==> src/rtl/dmem_lsu_pkg.sv <==
// Shared constants, request payload and helpers for the data-memory load/store unit.
package dmem_lsu_pkg;

    localparam int unsigned LSU_XLEN = 32;

    // DataMem function codes
    localparam logic [1:0] MF_RD = 2'd0;
    localparam logic [1:0] MF_WR = 2'd1;

    // Request function
    localparam logic FCN_LD = 1'b0;
    localparam logic FCN_ST = 1'b1;

    // Access type codes; unlisted codes behave as a word
    localparam logic [2:0] MT_B  = 3'd0;
    localparam logic [2:0] MT_H  = 3'd1;
    localparam logic [2:0] MT_W  = 3'd2;
    localparam logic [2:0] MT_BU = 3'd4;
    localparam logic [2:0] MT_HU = 3'd5;

    // LSU states
    localparam logic [2:0] ST_IDLE = 3'd0;
    localparam logic [2:0] ST_RD   = 3'd1;
    localparam logic [2:0] ST_WAIT = 3'd2;
    localparam logic [2:0] ST_WR   = 3'd3;
    localparam logic [2:0] ST_RESP = 3'd4;

    // Latched request payload; lane is the effective byte offset within the word
    typedef struct packed {
        logic [LSU_XLEN-1:0] wdata;
        logic                fcn;
        logic [2:0]          typ;
        logic [1:0]          lane;
    } lsu_req_t;

    function automatic logic is_byte(input logic [2:0] typ);
        return (typ == MT_B) || (typ == MT_BU);
    endfunction

    function automatic logic is_half(input logic [2:0] typ);
        return (typ == MT_H) || (typ == MT_HU);
    endfunction

    function automatic logic is_word(input logic [2:0] typ);
        return !is_byte(typ) && !is_half(typ);
    endfunction

    // Byte offset actually used: halves ignore bit 0, words always use lane 0
    function automatic logic [1:0] eff_lane(input logic [2:0] typ, input logic [1:0] lo);
        if (is_word(typ)) begin
            return 2'b00;
        end else if (is_half(typ)) begin
            return {lo[1], 1'b0};
        end
        return lo;
    endfunction

endpackage

==> src/rtl/dmem_lane_align.sv <==
// Combinational lane extraction/extension for loads and lane merge for sub-word stores.
module dmem_lane_align
    import dmem_lsu_pkg::*;
#(
    parameter int unsigned XLEN = 32
) (
    input  logic [XLEN-1:0] rd_word,
    input  logic [XLEN-1:0] wdata,
    input  logic [2:0]      typ,
    input  logic [1:0]      lane,
    output logic [XLEN-1:0] load_data_c,
    output logic [XLEN-1:0] store_word_c
);

    logic [7:0]  byte_sel;
    logic [15:0] half_sel;

    // Pick the addressed byte and half out of the read word
    always_comb begin
        case (lane)
            2'd0:    byte_sel = rd_word[7:0];
            2'd1:    byte_sel = rd_word[15:8];
            2'd2:    byte_sel = rd_word[23:16];
            default: byte_sel = rd_word[31:24];
        endcase
        half_sel = lane[1] ? rd_word[31:16] : rd_word[15:0];
    end

    // Sign/zero extension of the selected lane
    always_comb begin
        case (typ)
            MT_B:    load_data_c = {{(XLEN-8){byte_sel[7]}}, byte_sel};
            MT_BU:   load_data_c = {{(XLEN-8){1'b0}}, byte_sel};
            MT_H:    load_data_c = {{(XLEN-16){half_sel[15]}}, half_sel};
            MT_HU:   load_data_c = {{(XLEN-16){1'b0}}, half_sel};
            default: load_data_c = rd_word;
        endcase
    end

    // Replace only the addressed lane; a word store takes the new data whole
    always_comb begin
        store_word_c = rd_word;
        if (is_byte(typ)) begin
            case (lane)
                2'd0:    store_word_c[7:0]   = wdata[7:0];
                2'd1:    store_word_c[15:8]  = wdata[7:0];
                2'd2:    store_word_c[23:16] = wdata[7:0];
                default: store_word_c[31:24] = wdata[7:0];
            endcase
        end else if (is_half(typ)) begin
            if (lane[1]) begin
                store_word_c[31:16] = wdata[15:0];
            end else begin
                store_word_c[15:0] = wdata[15:0];
            end
        end else begin
            store_word_c = wdata;
        end
    end

endmodule

==> src/rtl/dmem_lsu.sv <==
// Load/store unit in front of the word-wide DataMem: alignment, sub-word RMW, load extension.
// Optional build macro DMEM_LSU_MISALIGN_TRAP_EN: misaligned H/HU/W requests skip DataMem
// and respond with io_resp_xcpt = 1; otherwise the offending low address bits are ignored.
module dmem_lsu
    import dmem_lsu_pkg::*;
#(
    parameter int unsigned RD_LATENCY = 1,
    parameter int unsigned XLEN       = 32
) (
    input  logic            clk,
    input  logic            reset_n,
    input  logic            io_req_valid,
    output logic            io_req_ready,
    input  logic [XLEN-1:0] io_req_addr,
    input  logic [XLEN-1:0] io_req_wdata,
    input  logic            io_req_fcn,
    input  logic [2:0]      io_req_typ,
    output logic            io_resp_valid,
    input  logic            io_resp_ready,
    output logic [XLEN-1:0] io_resp_rdata,
    output logic            io_resp_xcpt,
    output logic [XLEN-1:0] io_mem_addr,
    output logic [XLEN-1:0] io_mem_wr_data,
    output logic [1:0]      io_mem_func,
    output logic            io_mem_en,
    input  logic [XLEN-1:0] io_mem_rd_data
);

    localparam int unsigned CNT_W = 2;

    logic [2:0]       state_q, state_d;
    lsu_req_t         req_q, req_d;
    logic [CNT_W-1:0] cnt_q, cnt_d;
    logic             req_ready_q, req_ready_d;
    logic             resp_valid_q, resp_valid_d;
    logic [XLEN-1:0]  resp_rdata_q, resp_rdata_d;
    logic             resp_xcpt_q, resp_xcpt_d;
    logic [XLEN-1:0]  mem_addr_q, mem_addr_d;
    logic [XLEN-1:0]  mem_wr_data_q, mem_wr_data_d;
    logic [1:0]       mem_func_q, mem_func_d;
    logic             mem_en_q, mem_en_d;
    logic             trap_c;
    logic [XLEN-1:0]  load_data_c;
    logic [XLEN-1:0]  store_word_c;

    // Misaligned-access detection on the incoming request
`ifdef DMEM_LSU_MISALIGN_TRAP_EN
    assign trap_c = (is_half(io_req_typ) && io_req_addr[0]) ||
                    (is_word(io_req_typ) && (io_req_addr[1:0] != 2'b00));
`else
    assign trap_c = 1'b0;
`endif

    dmem_lane_align #(.XLEN(XLEN)) u_align (
        .rd_word      (io_mem_rd_data),
        .wdata        (req_q.wdata),
        .typ          (req_q.typ),
        .lane         (req_q.lane),
        .load_data_c  (load_data_c),
        .store_word_c (store_word_c)
    );

    // Next-state and next-output logic; every output is registered from here
    always_comb begin
        state_d       = state_q;
        req_d         = req_q;
        cnt_d         = cnt_q;
        req_ready_d   = req_ready_q;
        resp_valid_d  = resp_valid_q;
        resp_rdata_d  = resp_rdata_q;
        resp_xcpt_d   = resp_xcpt_q;
        mem_addr_d    = mem_addr_q;
        mem_wr_data_d = mem_wr_data_q;
        mem_func_d    = mem_func_q;
        mem_en_d      = 1'b0;
        case (state_q)
            ST_IDLE: begin
                req_ready_d = 1'b1;
                if (io_req_valid && req_ready_q) begin
                    req_d.wdata = io_req_wdata;
                    req_d.fcn   = io_req_fcn;
                    req_d.typ   = io_req_typ;
                    req_d.lane  = eff_lane(io_req_typ, io_req_addr[1:0]);
                    req_ready_d = 1'b0;
                    mem_addr_d  = {io_req_addr[XLEN-1:2], 2'b00};
                    cnt_d       = '0;
                    if (trap_c) begin
                        state_d      = ST_RESP;
                        resp_valid_d = 1'b1;
                        resp_rdata_d = '0;
                        resp_xcpt_d  = 1'b1;
                    end else if ((io_req_fcn == FCN_ST) && is_word(io_req_typ)) begin
                        state_d       = ST_WR;
                        mem_en_d      = 1'b1;
                        mem_func_d    = MF_WR;
                        mem_wr_data_d = io_req_wdata;
                    end else begin
                        state_d    = ST_RD;
                        mem_en_d   = 1'b1;
                        mem_func_d = MF_RD;
                    end
                end
            end
            ST_RD: begin
                state_d = ST_WAIT;
                cnt_d   = '0;
            end
            ST_WAIT: begin
                if (cnt_q == CNT_W'(RD_LATENCY - 1)) begin
                    if (req_q.fcn == FCN_LD) begin
                        state_d      = ST_RESP;
                        resp_valid_d = 1'b1;
                        resp_rdata_d = load_data_c;
                        resp_xcpt_d  = 1'b0;
                    end else begin
                        state_d       = ST_WR;
                        mem_en_d      = 1'b1;
                        mem_func_d    = MF_WR;
                        mem_wr_data_d = store_word_c;
                    end
                end else begin
                    cnt_d = cnt_q + CNT_W'(1);
                end
            end
            ST_WR: begin
                state_d      = ST_RESP;
                resp_valid_d = 1'b1;
                resp_rdata_d = '0;
                resp_xcpt_d  = 1'b0;
            end
            ST_RESP: begin
                if (io_resp_ready) begin
                    state_d      = ST_IDLE;
                    resp_valid_d = 1'b0;
                    resp_rdata_d = '0;
                    resp_xcpt_d  = 1'b0;
                    req_ready_d  = 1'b1;
                end
            end
            default: begin
                state_d      = ST_IDLE;
                req_ready_d  = 1'b1;
                resp_valid_d = 1'b0;
            end
        endcase
    end

    // State and output registers
    always_ff @(posedge clk or negedge reset_n) begin
        if (!reset_n) begin
            state_q       <= ST_IDLE;
            req_q         <= '0;
            cnt_q         <= '0;
            req_ready_q   <= 1'b1;
            resp_valid_q  <= 1'b0;
            resp_rdata_q  <= '0;
            resp_xcpt_q   <= 1'b0;
            mem_addr_q    <= '0;
            mem_wr_data_q <= '0;
            mem_func_q    <= MF_RD;
            mem_en_q      <= 1'b0;
        end else begin
            state_q       <= state_d;
            req_q         <= req_d;
            cnt_q         <= cnt_d;
            req_ready_q   <= req_ready_d;
            resp_valid_q  <= resp_valid_d;
            resp_rdata_q  <= resp_rdata_d;
            resp_xcpt_q   <= resp_xcpt_d;
            mem_addr_q    <= mem_addr_d;
            mem_wr_data_q <= mem_wr_data_d;
            mem_func_q    <= mem_func_d;
            mem_en_q      <= mem_en_d;
        end
    end

    assign io_req_ready   = req_ready_q;
    assign io_resp_valid  = resp_valid_q;
    assign io_resp_rdata  = resp_rdata_q;
    assign io_resp_xcpt   = resp_xcpt_q;
    assign io_mem_addr    = mem_addr_q;
    assign io_mem_wr_data = mem_wr_data_q;
    assign io_mem_func    = mem_func_q;
    assign io_mem_en      = mem_en_q;

endmodule

==> config.mk <==
export PLATFORM = sky130hd
export DESIGN_NAME = dmem_lsu
export DESIGN_NICKNAME = d
export VERILOG_FILES = /design/src/rtl/dmem_lsu_pkg.sv /design/src/rtl/dmem_lane_align.sv /design/src/rtl/dmem_lsu.sv
export SDC_FILE = /design/constraint.sdc
export NUM_CORES = 1
export LEC_CHECK = 0
export ABC_AREA = 1
export BUFFER_PORTS_ARGS = -buffer_cell sky130_fd_sc_hd__buf_2
export CAP_MARGIN = 0
export CORE_AREA = 2 2 128 130
export CTS_CLUSTER_SIZE = 12
export DETAILED_ROUTE_END_ITERATION = 10
export DIE_AREA = 0 0 130 132
export GPL_TIMING_DRIVEN = 0
export HOLD_SLACK_MARGIN = 0.12
export PLACE_DENSITY = 0.83
export SYNTH_ARGS = -nofsm -noshare
export SYNTH_HDL_FRONTEND = slang
export SYNTH_SLANG_ARGS = --single-unit
==> constraint.sdc <==
create_clock -name clk -period 2.1 [get_ports clk]
set_input_delay 0.315 -clock clk [delete_from_list [all_inputs] [get_ports clk]]
set_output_delay 0.315 -clock clk [all_outputs]
set_load 0.005 [all_outputs]
==> key figures, run 1 <==
STA
  – Fin crit share: 95.7%
  – Total setup violations reported at the end of the flow: 0
  – Headroom to the max-slew limit: 56.7%
  – Count of final max-slew check failures: 0
  – RSZ-0062 raised after global routing: false
  – Highest attainable clock frequency: 0.498 GHz
  – Post-route clock skew: ~10 ps
  – Hold Violations, Final: 0
  – Transition at the pin with the smallest max-transition slack: 650 ps
  – Clock period minus worst slack: 2010 ps

Synthesis
  – Share of synthesized flip-flops with an asynchronous set or reset: 100%
  – Mapped Cells: 1111
  – Yosys synthesis warning count: 0
  – Share of the yosys chip area belonging to registers: 45.2%
  – Flip-flop and latch count after synthesis: 141
  – Unique cell type count in the Yosys netlist: 32
  – Synthesized cell area: between 7000 and 8000 µm²
  – Post-synth EDFFs: 0
  – Mean instance size in the synthesized netlist: 7.02 µm²
  – Primary flip-flop cell chosen by synthesis mapping: sky130_fd_sc_hd__dfrtp_1

Global routing
  – Maximum number of pins on one net before global-route repair: 100
  – Number of antenna violations at the first check in global routing: 0
  – Total global-route track usage: approximately 34%
  – Wire length of the first global-routing pass: approximately 45 mm
  – GRT overflow: 0
  – Vias in the first global route: roughly 8300

Clocking
  – Clock tree sinks: 141
  – Number of buffers created by CTS: 17
  – Clock Pin Slew Worst Setup and Hold Paths: about 70 ps
  – Cells resized by post-CTS repair: 0
  – Clock latency reported for the late side of the worst-skew pair: 440 ps
  – Cell at the root of the clock tree: sky130_fd_sc_hd__clkbuf_16
  – Deepest clock path buffer count: 2
  – TritonCTS clock tree: yes
  – Number of levels in the clock H-tree: 4

Critical path
  – Worst Path Class, Setup: register to register
  – Endpoint arrival time on the critical path: 2360 ps
  – Maximum fanout along the worst path: 10
  – CP Capture Type: register
  – Data required, critical path: 2450 ps
  – Logic depth of the worst register-to-register path: 6
  – Startpoint Class: register

Floorplanning
  – Die height: approximately 130 µm
  – Die outline area: 17200 µm²
  – Std-Cell Rows: 46
  – Num ports: 206
  – Die boundary width: 130 µm
  – Initial core utilization: 49.7%
  – Placeable Area: 15700 µm²

Detailed routing
  – Post-detailed-route count of antenna-violating nets: 0
  – Total DRC errors in the routed layout: 0
  – WL/cell: 17.8 µm
  – First-pass detailed-route iteration total: 6
  – Routed WL: 28.6 mm
  – Vias per std cell: 5.39
  – Detailed Route Iter0 Violations: 874
  – Via Count: 8653

Layout
  – Final antenna diode count: 0
  – Fraction of final layout cells sized beyond drive strength 1: 22.5%
  – Final non-filler cell area: 10100 µm²
  – Most frequent standard cell in the layout excluding fill and tap cells: sky130_fd_sc_hd__nand2_1
  – Count of fill cells added during filler insertion: 1372
  – Most frequent cells in the layout: sky130_fd_sc_hd__nand2_1 (484), sky130_fd_sc_hd__buf_2 (228), sky130_fd_sc_hd__dfrtp_1 (140), sky130_fd_sc_hd__nand3_1 (100), sky130_fd_sc_hd__nor2_1 (75)
  – Layout Nets: roughly 1500
  – Area growth from synthesis to layout: 29.1%

Placed design
  – Post-detailed-placement cell area: between 9000 and 10000 µm²
  – Final weighted congestion in routability-driven placement: approximately 0.96
  – DPL Wire Length: around 20 mm
  – Total of buffers placed on input and output ports: between 200 and 250

Run status
  – Status: completed

Power and ir drop
  – Total power density per cell area: 1530 nW/µm²
  – Largest voltage drop on the vdd net: 0.000811 V
  – Leakage power figure: 5.61 nW
  – Final Total Pwr: between 15 and 20 mW

Worst hold path
  – Number of cells on the worst hold path: 3
  – Path type of the worst min-delay path: primary input to register

Run
  – # Max-Cap Violations: 0
==> flip-flops by register name, summed over array words and instances (netlist names) <==
| name | flops |
|---|---|
| cnt_q | 2 |
| io_mem_addr | 30 |
| io_mem_en | 1 |
| io_mem_func | 1 |
| io_mem_wr_data | 32 |
| io_req_ready | 1 |
| io_resp_rdata | 32 |
| io_resp_valid | 1 |
| req_q | 38 |
| state_q | 3 |
==> final timing paths <==
| path | start | end | slack [ps] |
|---|---|---|---|
| min in group asynchronous | reset_n | io_resp_rdata[0] | 360 |
| max in group asynchronous | reset_n | req_q[9] | 910 |
| max | state_q[2] | io_mem_wr_data[7] | 90 |
| min | io_req_addr[0] | req_q[0] | 130 |
| max reg2reg | state_q[2] | io_mem_wr_data[7] | 90 |
| min reg2reg | io_resp_rdata[9] | io_resp_rdata[9] | 470 |
==> critical path: stages (launching register included) <==
cell and delay [ps]:
sky130_fd_sc_hd__dfrtp_1 470, sky130_fd_sc_hd__nor2_4 180, sky130_fd_sc_hd__nand2_4 90, sky130_fd_sc_hd__inv_1 170, sky130_fd_sc_hd__clkbuf_1 500, sky130_fd_sc_hd__nand3_1 270
sky130_fd_sc_hd__a21oi_1 230
==> metrics by stage <==
| stage | hold slack, ps | std cells | TNS, ps | utilization, % | setup WS (ps) |
|---|---|---|---|---|---|
| finish | 130 | 1605 | 0 | 64.1 | 90.7 |
| global route | 150 | 1605 | 0 | 64.1 | 18.8 |
| CTS | 134 | 1605 | 0 | 64.1 | 147 |
| detailed placement | 254 | 1532 | 0 | 58.1 | 193 |
| global placement | 459 | 1531 | -172190 | 57.9 | -1240 |
| floorplan | 19.4 | 1114 | 0 | - | 633 |
==> cells in the mapped netlist (2+ instances only) <==
| cell type | n | area [µm²] |
|---|---|---|
| sky130_fd_sc_hd__buf_4 | 12 | 90.1 |
| sky130_fd_sc_hd__dfrtp_1 | 140 | 3500 |
| sky130_fd_sc_hd__nand3_1 | 100 | 500 |
| sky130_fd_sc_hd__a21oi_1 | 57 | 285 |
| sky130_fd_sc_hd__inv_1 | 73 | 274 |
| sky130_fd_sc_hd__buf_1 | 6 | 22.5 |
| sky130_fd_sc_hd__nand4_1 | 7 | 43.8 |
| sky130_fd_sc_hd__nor2_1 | 75 | 282 |
| sky130_fd_sc_hd__nand2_2 | 3 | 18.8 |
| sky130_fd_sc_hd__nand2_4 | 2 | 22.5 |
| sky130_fd_sc_hd__buf_6 | 6 | 67.6 |
| sky130_fd_sc_hd__o21ai_0 | 58 | 290 |
| sky130_fd_sc_hd__buf_2 | 28 | 140 |
| sky130_fd_sc_hd__nor2_4 | 2 | 22.5 |
| sky130_fd_sc_hd__inv_2 | 7 | 26.3 |
| sky130_fd_sc_hd__clkbuf_1 | 12 | 45.0 |
| sky130_fd_sc_hd__nand2_1 | 484 | 1820 |
| sky130_fd_sc_hd__or2_2 | 10 | 62.6 |
| sky130_fd_sc_hd__o211ai_1 | 15 | 113 |
| sky130_fd_sc_hd__nor2_2 | 2 | 12.5 |
==> metal layers <==
metal / global-route usage, % / part of all wire [%] / vias to the layer above
met5: 0 / 0 / -
met1: 45.6 / 40 / 4003
li1: - / - / 4020
met4: 14.6 / 3.8 / 0
met3: 7.39 / 11 / 83
met2: 53.1 / 46 / 547
==> repair_timing <==
item | in CTS | in global routing
hold buffers | 41 | 0
setup buffers | 0 | 0
hold endpoints to repair | 82 | 0
==> report_power, final <==
part	internal, mW	switching, mW
Combinational	2.74	4.96
Clock	1.54	1.31
Sequential	3.95	0.901
==> kinds of logic after synthesis <==
family	Yosys count	synth area share, %
DFF	141	45.2
buffers and inverters	144	8.53
other	1	0.0481
AOI/OAI and AO/OA	133	9.38
adders and majority gates	1	0.160
and+or+nand+nor	691	36.7
==> area by class of cell <==
cell class                 count  area, µm²  share of cell area (%)
sequential                   141       3530                    35.0
timing repair buffer         243       1450                    14.4
buffer                        64        365                    3.63
clock buffer                  19        433                    4.30
multi-input combinational    829       3620                    35.9
clock inverter                13        105                    1.04
tap                          216        270                    2.68
inverter                      80        300                    2.98
Note: power is estimated with default switching activity, not from simulation.
==> run 2: changes to the inputs <==
Settings changed: CORE_AREA 2 2 128 130 to 2 2 124 126, DIE_AREA 0 0 130 132 to 0 0 126 128, PLACE_DENSITY 0.83 to 0.87.
==> run 2 against run 1 <==
Compared with the run above:
- maximum frequency increased by 0.84%
- non-clock buffer count unchanged
- first-iteration DRC count increased by 20%
- largest power group unchanged
- worst hold slack about the same
- combinational power about the same
- critical path type unchanged
- via count increased by 0.91%
- largest cell class unchanged
- sequential cell count unchanged
- die area decreased by 6.0%
- count of clock-buffer cells in the layout decreased by 1
- sequential power about the same
- highest routed layer unchanged
- clock skew increased by 3.2 ps
- global-route usage increased by 1.8 points
==> key figures, run 2 (same netlist as run 1, synthesis figures left out) <==
Clocking
  – Deepest clock path buffer count: 2
  – TritonCTS clock tree: yes
  – Clock tree sinks: 141
  – Clock latency reported for the late side of the worst-skew pair: 450 ps
  – Cell at the root of the clock tree: sky130_fd_sc_hd__clkbuf_16
  – Clock Pin Slew Worst Setup and Hold Paths: 70 ps
  – Number of buffers created by CTS: 17
  – Number of setup buffers added after CTS: 0
  – Count of hold buffers inserted by post-cts repair: 41
  – Cells resized by post-CTS repair: 0
  – Number of levels in the clock H-tree: 4

Power and ir drop
  – Total power density per cell area: 1540 nW/µm²
  – Largest voltage drop on the vdd net: 0.000832 V
  – Final Total Pwr: between 15 and 20 mW
  – Leakage power figure: 5.62 nW

Detailed routing
  – Vias per std cell: 5.54
  – Via Count: 8732
  – Total DRC errors in the routed layout: 0
  – Detailed Route Iter0 Violations: 1053
  – Post-detailed-route count of antenna-violating nets: 0
  – First-pass detailed-route iteration total: 5
  – WL/cell: about 18 µm
  – Routed WL: 28.5 mm

Critical path
  – CP Capture Type: register
  – Endpoint arrival time on the critical path: ~2400 ps
  – Data required, critical path: 2460 ps
  – Maximum fanout along the worst path: 10
  – Worst Path Class, Setup: register to register
  – Startpoint Class: register

Floorplanning
  – Die outline area: 16100 µm²
  – Die height: between 100 and 150 µm
  – Initial core utilization: 52.5%
  – Std-Cell Rows: 45
  – Die boundary width: roughly 130 µm
  – Num ports: approximately 210
  – Placeable Area: 14900 µm²

Global routing
  – Wire length of the first global-routing pass: approximately 45 mm
  – Total global-route track usage: 35.8%
  – Vias in the first global route: 8235
  – Number of antenna violations at the first check in global routing: 0
  – GRT overflow: 0
  – Maximum number of pins on one net before global-route repair: 99

Layout
  – Most flops, register: req_q
  – Final antenna diode count: 0
  – Fraction of final layout cells sized beyond drive strength 1: 22.6%
  – Layout Nets: 1481
  – Area growth from synthesis to layout: 28.8%
  – Most frequent standard cell in the layout excluding fill and tap cells: sky130_fd_sc_hd__nand2_1
  – Max FFs per register: 38
  – Most frequent cells in the layout: sky130_fd_sc_hd__nand2_1 (484), sky130_fd_sc_hd__buf_2 (228), sky130_fd_sc_hd__dfrtp_1 (140), sky130_fd_sc_hd__nand3_1 (100), sky130_fd_sc_hd__nor2_1 (75)

STA
  – Post-route clock skew: 13.5 ps
  – Transition at the pin with the smallest max-transition slack: 619 ps
  – Count of final max-slew check failures: 0
  – Clock period minus worst slack: 1990 ps
  – Headroom to the max-slew limit: 58.7%
  – Hold Violations, Final: 0
  – Final worst-path setup slack: approximately 110 ps
  – Fin crit share: 94.9%
  – Highest attainable clock frequency: 0.502 GHz
  – Total setup violations reported at the end of the flow: 0
  – Final-layout setup total negative slack: 0 ps
  – RSZ-0062 raised after global routing: false

Placed design
  – Post-placement worst setup slack: 208 ps
  – Final weighted congestion in routability-driven placement: between 0.9 and 1
  – DPL Wire Length: 20.0 mm
  – Total of buffers placed on input and output ports: 201

Worst hold path
  – Path type of the worst min-delay path: primary input to register

Run
  – # Max-Cap Violations: 0

Run status
  – Status: completed
[run 2: cell types whose count changed in the layout (fill, tap and decap cells not counted), sizes merged]
cell      change
clkbuf        -1
clkinvlp      -2
clkinv        +2
inv           +1
[run 2: where the power goes]
| part | switching (mW) | internal, mW |
|---|---|---|
| combinational | 4.95 | 2.74 |
| clock | 1.37 | 1.56 |
| sequential | 0.904 | 3.95 |
| total | 7.23 | 8.25 |
[run 2: routing by layer]
metal	global-route usage [%]	share of wire (%)
met1	48.1	39
met2	57.9	47
met3	7.26	10
met4	13.3	3.5
met5	0	0
[run 2: area by class of cell]
| type | instances | area [µm²] |
|---|---|---|
| Inverter | 80 | 300 |
| Sequential cell | 141 | 3530 |
| Clock buffer | 18 | 429 |
| Buffer | 64 | 365 |
| Timing Repair Buffer | 243 | 1450 |
| Multi-Input combinational cell | 829 | 3620 |
| Clock inverter | 14 | 124 |
| Fill cell | 1242 | 4810 |
| Tap cell | 188 | 235 |
[run 2: stage by stage]
step,util (%),cells,instance area (µm²),hold slack (ps)
after floorplan,-,1114,7820,19.4
after global placement,60.9,1503,9060,458
after detailed placement,61.2,1504,9090,256
after CTS,67.6,1577,10100,133
after global routing,67.6,1577,10100,132
final,67.6,1577,10100,130
[run 2: critical path, cell delays in order, from the launching register on]
cell	delay, ps
sky130_fd_sc_hd__dfrtp_1	480
sky130_fd_sc_hd__nor2_4	200
sky130_fd_sc_hd__nand2_4	100
sky130_fd_sc_hd__inv_1	220
sky130_fd_sc_hd__clkbuf_1	460
sky130_fd_sc_hd__nand3_1	260
sky130_fd_sc_hd__a21oi_1	200
[run 2: path summary, 6_finish.rpt]
check	slack [ps]	cells past startpoint	startpoint	endpoint
hold / removal	130	3	io_req_addr[0]	req_q[0]
max in group asynchronous	920	3	reset_n	io_mem_wr_data[4]
hold reg to reg	470	2	io_resp_rdata[28]	io_resp_rdata[28]
setup / recovery	110	6	state_q[2]	io_mem_wr_data[0]
setup reg to reg	110	6	state_q[2]	io_mem_wr_data[0]
min in group asynchronous	360	2	reset_n	io_resp_rdata[14]
